$ cat src/rtl/hilo_muldiv_pkg.sv
// Shared op codes, FSM states and default widths for the HI/LO multiply/divide unit.
package hilo_muldiv_pkg;

    localparam int HILO_DW    = 32;
    localparam int HILO_CNT_W = 5;

    typedef enum logic [2:0] {
        HILO_MULT  = 3'd0,
        HILO_MULTU = 3'd1,
        HILO_DIV   = 3'd2,
        HILO_DIVU  = 3'd3,
        HILO_MTHI  = 3'd4,
        HILO_MTLO  = 3'd5
    } hilo_op_e;

    typedef enum logic [1:0] {
        ST_IDLE = 2'd0,
        ST_RUN  = 2'd1,
        ST_DONE = 2'd2
    } hilo_state_e;

    function automatic logic is_div(input logic [2:0] op);
        return (op == HILO_DIV) || (op == HILO_DIVU);
    endfunction

endpackage

$ cat src/rtl/hilo_muldiv_if.sv
// EX-stage bundle between the pipeline (master) and the HI/LO unit (slave).
interface hilo_muldiv_if #(parameter int DW = 32);

    logic          op_valid;
    logic [2:0]    op_sel;
    logic [DW-1:0] src_a;
    logic [DW-1:0] src_b;
    logic          flush;
    logic          stall;
    logic          busy;
    logic [DW-1:0] hi_o;
    logic [DW-1:0] lo_o;

    modport master (
        output op_valid, op_sel, src_a, src_b, flush,
        input  stall, busy, hi_o, lo_o
    );

    modport slave (
        input  op_valid, op_sel, src_a, src_b, flush,
        output stall, busy, hi_o, lo_o
    );

endinterface

$ cat src/rtl/hilo_muldiv_div_radix2.sv
// Iterative restoring divider, one quotient bit per cycle on operand magnitudes;
// done/quo/rem are combinational on the final step so the owner can latch them that edge.
module div_radix2 #(
    parameter int DW    = 32,
    parameter int CNT_W = 5
) (
    input  logic          clk,
    input  logic          rst,
    input  logic          start,
    input  logic          signed_en,
    input  logic [DW-1:0] a,
    input  logic [DW-1:0] b,
    input  logic          abort,
    output logic          done,
    output logic [DW-1:0] quo,
    output logic [DW-1:0] rem
);

    logic             running;
    logic [CNT_W-1:0] cnt;
    logic [DW-1:0]    rem_q, quo_q, dvs_q;
    logic             sign_q, sign_r;

    logic          neg_a, neg_b;
    logic [DW-1:0] abs_a, abs_b;
    logic [DW:0]   shifted, trial;
    logic [DW-1:0] rem_n, quo_n;

    assign neg_a = signed_en & a[DW-1];
    assign neg_b = signed_en & b[DW-1];
    assign abs_a = neg_a ? -a : a;
    assign abs_b = neg_b ? -b : b;

    // rem < divisor always holds, so the shifted partial remainder fits DW+1 bits
    // and bit DW of the trial difference is a clean borrow flag.
    always_comb begin
        shifted = {rem_q, quo_q[DW-1]};
        trial   = shifted - {1'b0, dvs_q};
        if (trial[DW]) begin
            rem_n = shifted[DW-1:0];
            quo_n = {quo_q[DW-2:0], 1'b0};
        end else begin
            rem_n = trial[DW-1:0];
            quo_n = {quo_q[DW-2:0], 1'b1};
        end
    end

    assign done = running & (cnt == CNT_W'(DW-1));
    assign quo  = sign_q ? -quo_n : quo_n;
    assign rem  = sign_r ? -rem_n : rem_n;

    always_ff @(posedge clk) begin
        if (rst) begin
            running <= 1'b0;
            cnt     <= '0;
            rem_q   <= '0;
            quo_q   <= '0;
            dvs_q   <= '0;
            sign_q  <= 1'b0;
            sign_r  <= 1'b0;
        end else if (start) begin
            running <= 1'b1;
            cnt     <= '0;
            rem_q   <= '0;
            quo_q   <= abs_a;
            dvs_q   <= abs_b;
            sign_q  <= neg_a ^ neg_b;
            sign_r  <= neg_a;
        end else if (running) begin
            rem_q <= rem_n;
            quo_q <= quo_n;
            if (abort || done) begin
                running <= 1'b0;
                cnt     <= '0;
            end else begin
                cnt <= cnt + 1'b1;
            end
        end
    end

endmodule

$ cat src/rtl/hilo_muldiv.sv
// EX-stage HI/LO unit: single-cycle MULT/MULTU/MTHI/MTLO, iterative DIV/DIVU that
// stalls the pipeline until the quotient/remainder land in LO/HI.
module hilo_muldiv
    import hilo_muldiv_pkg::*;
#(
    parameter int DW    = HILO_DW,
    parameter int CNT_W = HILO_CNT_W
) (
    input logic            clk,
    input logic            rst,
    hilo_muldiv_if.slave   bus
);

    hilo_state_e   state;
    logic [DW-1:0] hi_q, lo_q;

    logic          fire, div_start, div_done;
    logic [DW-1:0] div_quo, div_rem;

    logic                 mul_signed;
    logic signed [DW:0]   mul_a, mul_b;
    logic [2*DW-1:0]      prod;

    assign fire      = (state == ST_IDLE) & bus.op_valid & ~bus.flush;
    assign div_start = fire & is_div(bus.op_sel) & (bus.src_b != '0);

    // 33b sign/zero-extended operands let one signed multiplier serve MULT and MULTU
    assign mul_signed = (bus.op_sel == HILO_MULT);
    assign mul_a      = {mul_signed & bus.src_a[DW-1], bus.src_a};
    assign mul_b      = {mul_signed & bus.src_b[DW-1], bus.src_b};
    assign prod       = (2*DW)'(mul_a) * (2*DW)'(mul_b);

    div_radix2 #(.DW(DW), .CNT_W(CNT_W)) u_div (
        .clk       (clk),
        .rst       (rst),
        .start     (div_start),
        .signed_en (bus.op_sel == HILO_DIV),
        .a         (bus.src_a),
        .b         (bus.src_b),
        .abort     (bus.flush),
        .done      (div_done),
        .quo       (div_quo),
        .rem       (div_rem)
    );

    assign bus.stall = div_start | (state == ST_RUN);
    assign bus.busy  = (state == ST_RUN);
    assign bus.hi_o  = hi_q;
    assign bus.lo_o  = lo_q;

    always_ff @(posedge clk) begin
        if (rst) begin
            state <= ST_IDLE;
            hi_q  <= '0;
            lo_q  <= '0;
        end else begin
            case (state)
                ST_IDLE: begin
                    if (fire) begin
                        case (bus.op_sel)
                            HILO_MULT, HILO_MULTU: {hi_q, lo_q} <= prod;
                            HILO_MTHI:             hi_q <= bus.src_a;
                            HILO_MTLO:             lo_q <= bus.src_a;
                            default:               ;
                        endcase
                        if (div_start) state <= ST_RUN;
                    end
                end
                ST_RUN: begin
                    if (bus.flush) begin
                        state <= ST_IDLE;
                    end else if (div_done) begin
                        hi_q  <= div_rem;
                        lo_q  <= div_quo;
                        state <= ST_DONE;
                    end
                end
                // held divide leaves EX this cycle; its op_valid must not restart it
                ST_DONE: state <= ST_IDLE;
                default: state <= ST_IDLE;
            endcase
        end
    end

endmodule

$ cat src/flat_wrapper.sv
// flat-port wrapper written by rule: the top's interface ports become plain ports
module hilo_muldiv_flat import hilo_muldiv_pkg::*;
#(
    parameter int DW    = HILO_DW,
    parameter int CNT_W = HILO_CNT_W
)
  (clk, rst, bus_op_valid, bus_op_sel, bus_src_a, bus_src_b, bus_flush, bus_stall, bus_busy, bus_hi_o, bus_lo_o);
  hilo_muldiv_if #(.DW(DW)) bus_i ();
  input logic clk;
  input logic rst;
  input wire logic [$bits(bus_i.op_valid)-1:0] bus_op_valid;
  input wire logic [$bits(bus_i.op_sel)-1:0] bus_op_sel;
  input wire logic [$bits(bus_i.src_a)-1:0] bus_src_a;
  input wire logic [$bits(bus_i.src_b)-1:0] bus_src_b;
  input wire logic [$bits(bus_i.flush)-1:0] bus_flush;
  output wire logic [$bits(bus_i.stall)-1:0] bus_stall;
  output wire logic [$bits(bus_i.busy)-1:0] bus_busy;
  output wire logic [$bits(bus_i.hi_o)-1:0] bus_hi_o;
  output wire logic [$bits(bus_i.lo_o)-1:0] bus_lo_o;
  assign bus_i.op_valid = bus_op_valid;
  assign bus_i.op_sel = bus_op_sel;
  assign bus_i.src_a = bus_src_a;
  assign bus_i.src_b = bus_src_b;
  assign bus_i.flush = bus_flush;
  assign bus_stall = bus_i.stall;
  assign bus_busy = bus_i.busy;
  assign bus_hi_o = bus_i.hi_o;
  assign bus_lo_o = bus_i.lo_o;
  hilo_muldiv #(.DW(DW), .CNT_W(CNT_W)) u_core (.clk(clk), .rst(rst), .bus(bus_i));
endmodule
$ cat config.mk
export PLATFORM = sky130hd
export DESIGN_NAME = hilo_muldiv_flat
export DESIGN_NICKNAME = d
export VERILOG_FILES = /design/src/rtl/hilo_muldiv_pkg.sv /design/src/rtl/hilo_muldiv_if.sv /design/src/rtl/hilo_muldiv_div_radix2.sv /design/src/rtl/hilo_muldiv.sv /design/src/flat_wrapper.sv
export SDC_FILE = /design/constraint.sdc
export NUM_CORES = 2
export LEC_CHECK = 0
export CAP_MARGIN = 20
export CORE_MARGIN = 2
export CORE_UTILIZATION = 30
export DETAILED_ROUTE_END_ITERATION = 8
export GPL_ROUTABILITY_DRIVEN = 0
export MAX_ROUTING_LAYER = met4
export SYNTH_ARGS = -nofsm -noshare
export SYNTH_HDL_FRONTEND = slang
export SYNTH_SLANG_ARGS = --single-unit
export TNS_END_PERCENT = 30
$ cat constraint.sdc
create_clock -name clk -period 12.23 [get_ports clk]
set_input_delay 2.446 -clock clk [delete_from_list [all_inputs] [get_ports clk]]
set_output_delay 2.446 -clock clk [all_outputs]
set_load 0.05 [all_outputs]
==> results_dict.tcl <==
set metrics [dict create \
    final_common_cell "inv_1" \
    routed_wl_um 173000 \
    cts_resized 0 \
    fillers 17673 \
    cts.reportedPaths.clkPinSlew_ps 70 \
    setup_viol 0 \
    grt_pass1_vias 43613 \
    clk_latency_ps 480 \
    postCtsSetupBuffers 0 \
    ys_seq_elements 170 \
    start_util 0.301 \
    crit_path_frequent_cell "fa_1" \
    skew_ps 20.4 \
    cp_slowest_stage_delay_ps 650 \
    syn_avg_cell_area_sq_um 8.48 \
    grtUsageMet3 0.0337 \
    yosys.area.top_type "fa_1" \
    ys.flop_type "dfxtp_1" \
    hold_class "flip-flop to flip-flop" \
    grtUsageMet2 0.319 \
    dr.pass1.iters 8 \
    htreeDepth 4 \
    grt.busiest_layer "met2" \
    rows 151 \
    drcViolationCount 0 \
    path_class "primary input to flip-flop" \
    rsz0062_at_grt "no" \
    cap_violations 0 \
    core_sq_um 169000 \
    drive_above_1_share 0.0402 \
    io_buffers 136 \
    grt_overflow 0 \
    synthesis.nets 7455 \
    netlist_area_sq_um 50900 \
    crit_path_max_fanout 20 \
    cts_tree "built" \
    grt_util_all_layers 0.206 \
    grt_max_degree 84 \
    fp.dieH_um 416 \
    worst_pin_slew_ps 1230 \
    place_hpwl_um 136000 \
    worstPathRequired_ps 12640 \
    synth_area_leaders "fa_1, inv_1, nand2_1" \
    cts_buffers 17 \
    async_flop_share 0 \
    syn_inst 6008 \
    root_buffer "clkbuf_16" \
    status "finished clean" \
    cpMaxStageDelayCell "clkdlybuf4s50_1" \
    synth_edf_count 0 \
    cts_hold_buffers 0 \
    synth.top_cell.area_share 0.443 \
    hold_violations 0 \
    crit_path_end_kind "flip-flop" \
    grt_antenna_before_repair 24 \
    crit_path_start_kind "primary input" \
    clock_sinks 170 \
    io_pins 137 \
    yosysSeqAreaShare 0.0668 \
    synth.distinct_cells 73 \
    setup_tns_ps 0 \
    grt_first_pass_wirelength_um 267000 \
    routedWlPerCell_um 21.2 \
    seqCellArea_sq_um 3410 \
    slew-limit-headroom 0.179 \
    fin_crit_sh 0.947 \
    mostFrequentLayoutCells "inv_1, fa_1, nand2_1" \
    syn2layout_area_growth_pct 8.06 \
    synth_warnings 0 \
    grtUsageMet1 0.266 \
    die_area_sq_um 173000 \
    first_iter_violations 4015 \
    vias 42039 \
    viasPerCell 5.17 \
    drv_slew 0 \
    die_x_um 416 \
    multi_input_area_sq_um 41500 \
    cts_buffer_depth 2 \
    min_period_ps 11580 \
    crit_arrival_ps 11990 \
    antenna_left 0 \
    reg2reg_slack_ps 5990 \
    fmax_ghz 0.0864 \
    nNetsFinal 7329 \
]
==> critical path, delay by kind of cell <==
family | cells | cell delay, ps
adder cells (fa/ha/maj) | 9 | 4560
AO/OA/AOI/OAI | 9 | 2460
buffers and inverters | 4 | 1460
multiplexers | 1 | 160
AND/OR/NAND/NOR | 3 | 880
==> sequential cells by signal, indices dropped and copies added, names as in the netlist <==
| register | count |
|---|---|
| u_core.u_div.rem_q | 32 |
| u_core.u_div.cnt | 5 |
| u_core.u_div.dvs_q | 32 |
| u_core.u_div.running | 1 |
| u_core.state | 2 |
| u_core.bus.hi_o | 32 |
| u_core.u_div.sign_r | 1 |
| u_core.bus.lo_o | 32 |
| u_core.u_div.sign_q | 1 |
| u_core.u_div.quo_q | 32 |
==> Yosys cell counts, types with 6 or more instances <==
cell type	number
a2111oi_0	10
a211oi_1	120
a21o_1	40
a21oi_1	191
a221oi_1	6
a311oi_1	9
a31oi_1	22
a32o_1	7
and2_1	304
and3_1	42
buf_1	58
buf_2	12
clkbuf_1	330
dfxtp_1	170
fa_1	1126
ha_1	250
inv_1	1200
mux2_2	6
mux2i_1	77
nand2_1	943
nand2b_1	29
nand3_1	55
nand3b_1	10
nand4_1	21
nor2_1	290
nor2b_1	12
nor3_1	55
nor3b_1	6
nor4_1	12
o2111ai_1	9
o211a_1	10
o211ai_1	55
o21a_1	12
o21ai_0	131
o21bai_1	18
o221ai_1	7
o311ai_0	8
o31a_1	7
o31ai_1	28
o41ai_1	10
or2_2	13
or3_1	29
or4_1	10
xnor2_1	117
xor2_1	67
==> metal layers <==
layer,share of wire,up-vias
met5,0,-
met4,0.053,0
met3,0.086,413
met2,0.46,1944
met1,0.41,21567
li1,-,18115
==> stage by stage <==
step                      cell area, sq um  std cells   util  worst slack (ps)  hold slack, ps
final                                55000       8131  0.326               652             449
after global routing                 55000       8130  0.325               259             480
after CTS                            54900       8109  0.325               777             448
after detailed placement             54300       8079  0.321               322             439
after global placement               54300       8078  0.321               355             435
after floorplan                      50900       6008      -              1650             432
==> worst paths after layout <==
path,cells after the start,end,start
worst max register to register,21,u_core.bus.hi_o[16],u_core.u_div.quo_q[31]
worst max-delay path,26,u_core.bus.hi_o[29],bus_op_sel[1]
worst min register to register,2,u_core.bus.lo_o[9],u_core.bus.lo_o[9]
worst min-delay path,2,u_core.bus.lo_o[9],u_core.bus.lo_o[9]
==> final cells by class <==
class / instances / share of cell area
multi-input combinational: 4235 / 0.755
inverter: 1202 / 0.0820
sequential: 170 / 0.0619
tap: 2218 / 0.0504
timing repair buffer: 256 / 0.0385
clock buffer: 20 / 0.00848
clock inverter: 10 / 0.00298
antenna: 20 / 0.000909
==> cell families after synthesis <==
logic type	Yosys count	share of synthesized area
AO/OA/AOI/OAI	745	0.0973
multiplexers	83	0.0165
XOR/XNOR	184	0.0316
AND/OR/NAND/NOR	1847	0.165
flip-flops	170	0.0668
buffers and inverters	1603	0.119
adder cells (fa/ha/maj)	1376	0.504
Power is left out: the tool's default activity adds up to more than one toggle a clock period on the data nets, which glitch-free logic cannot reach.
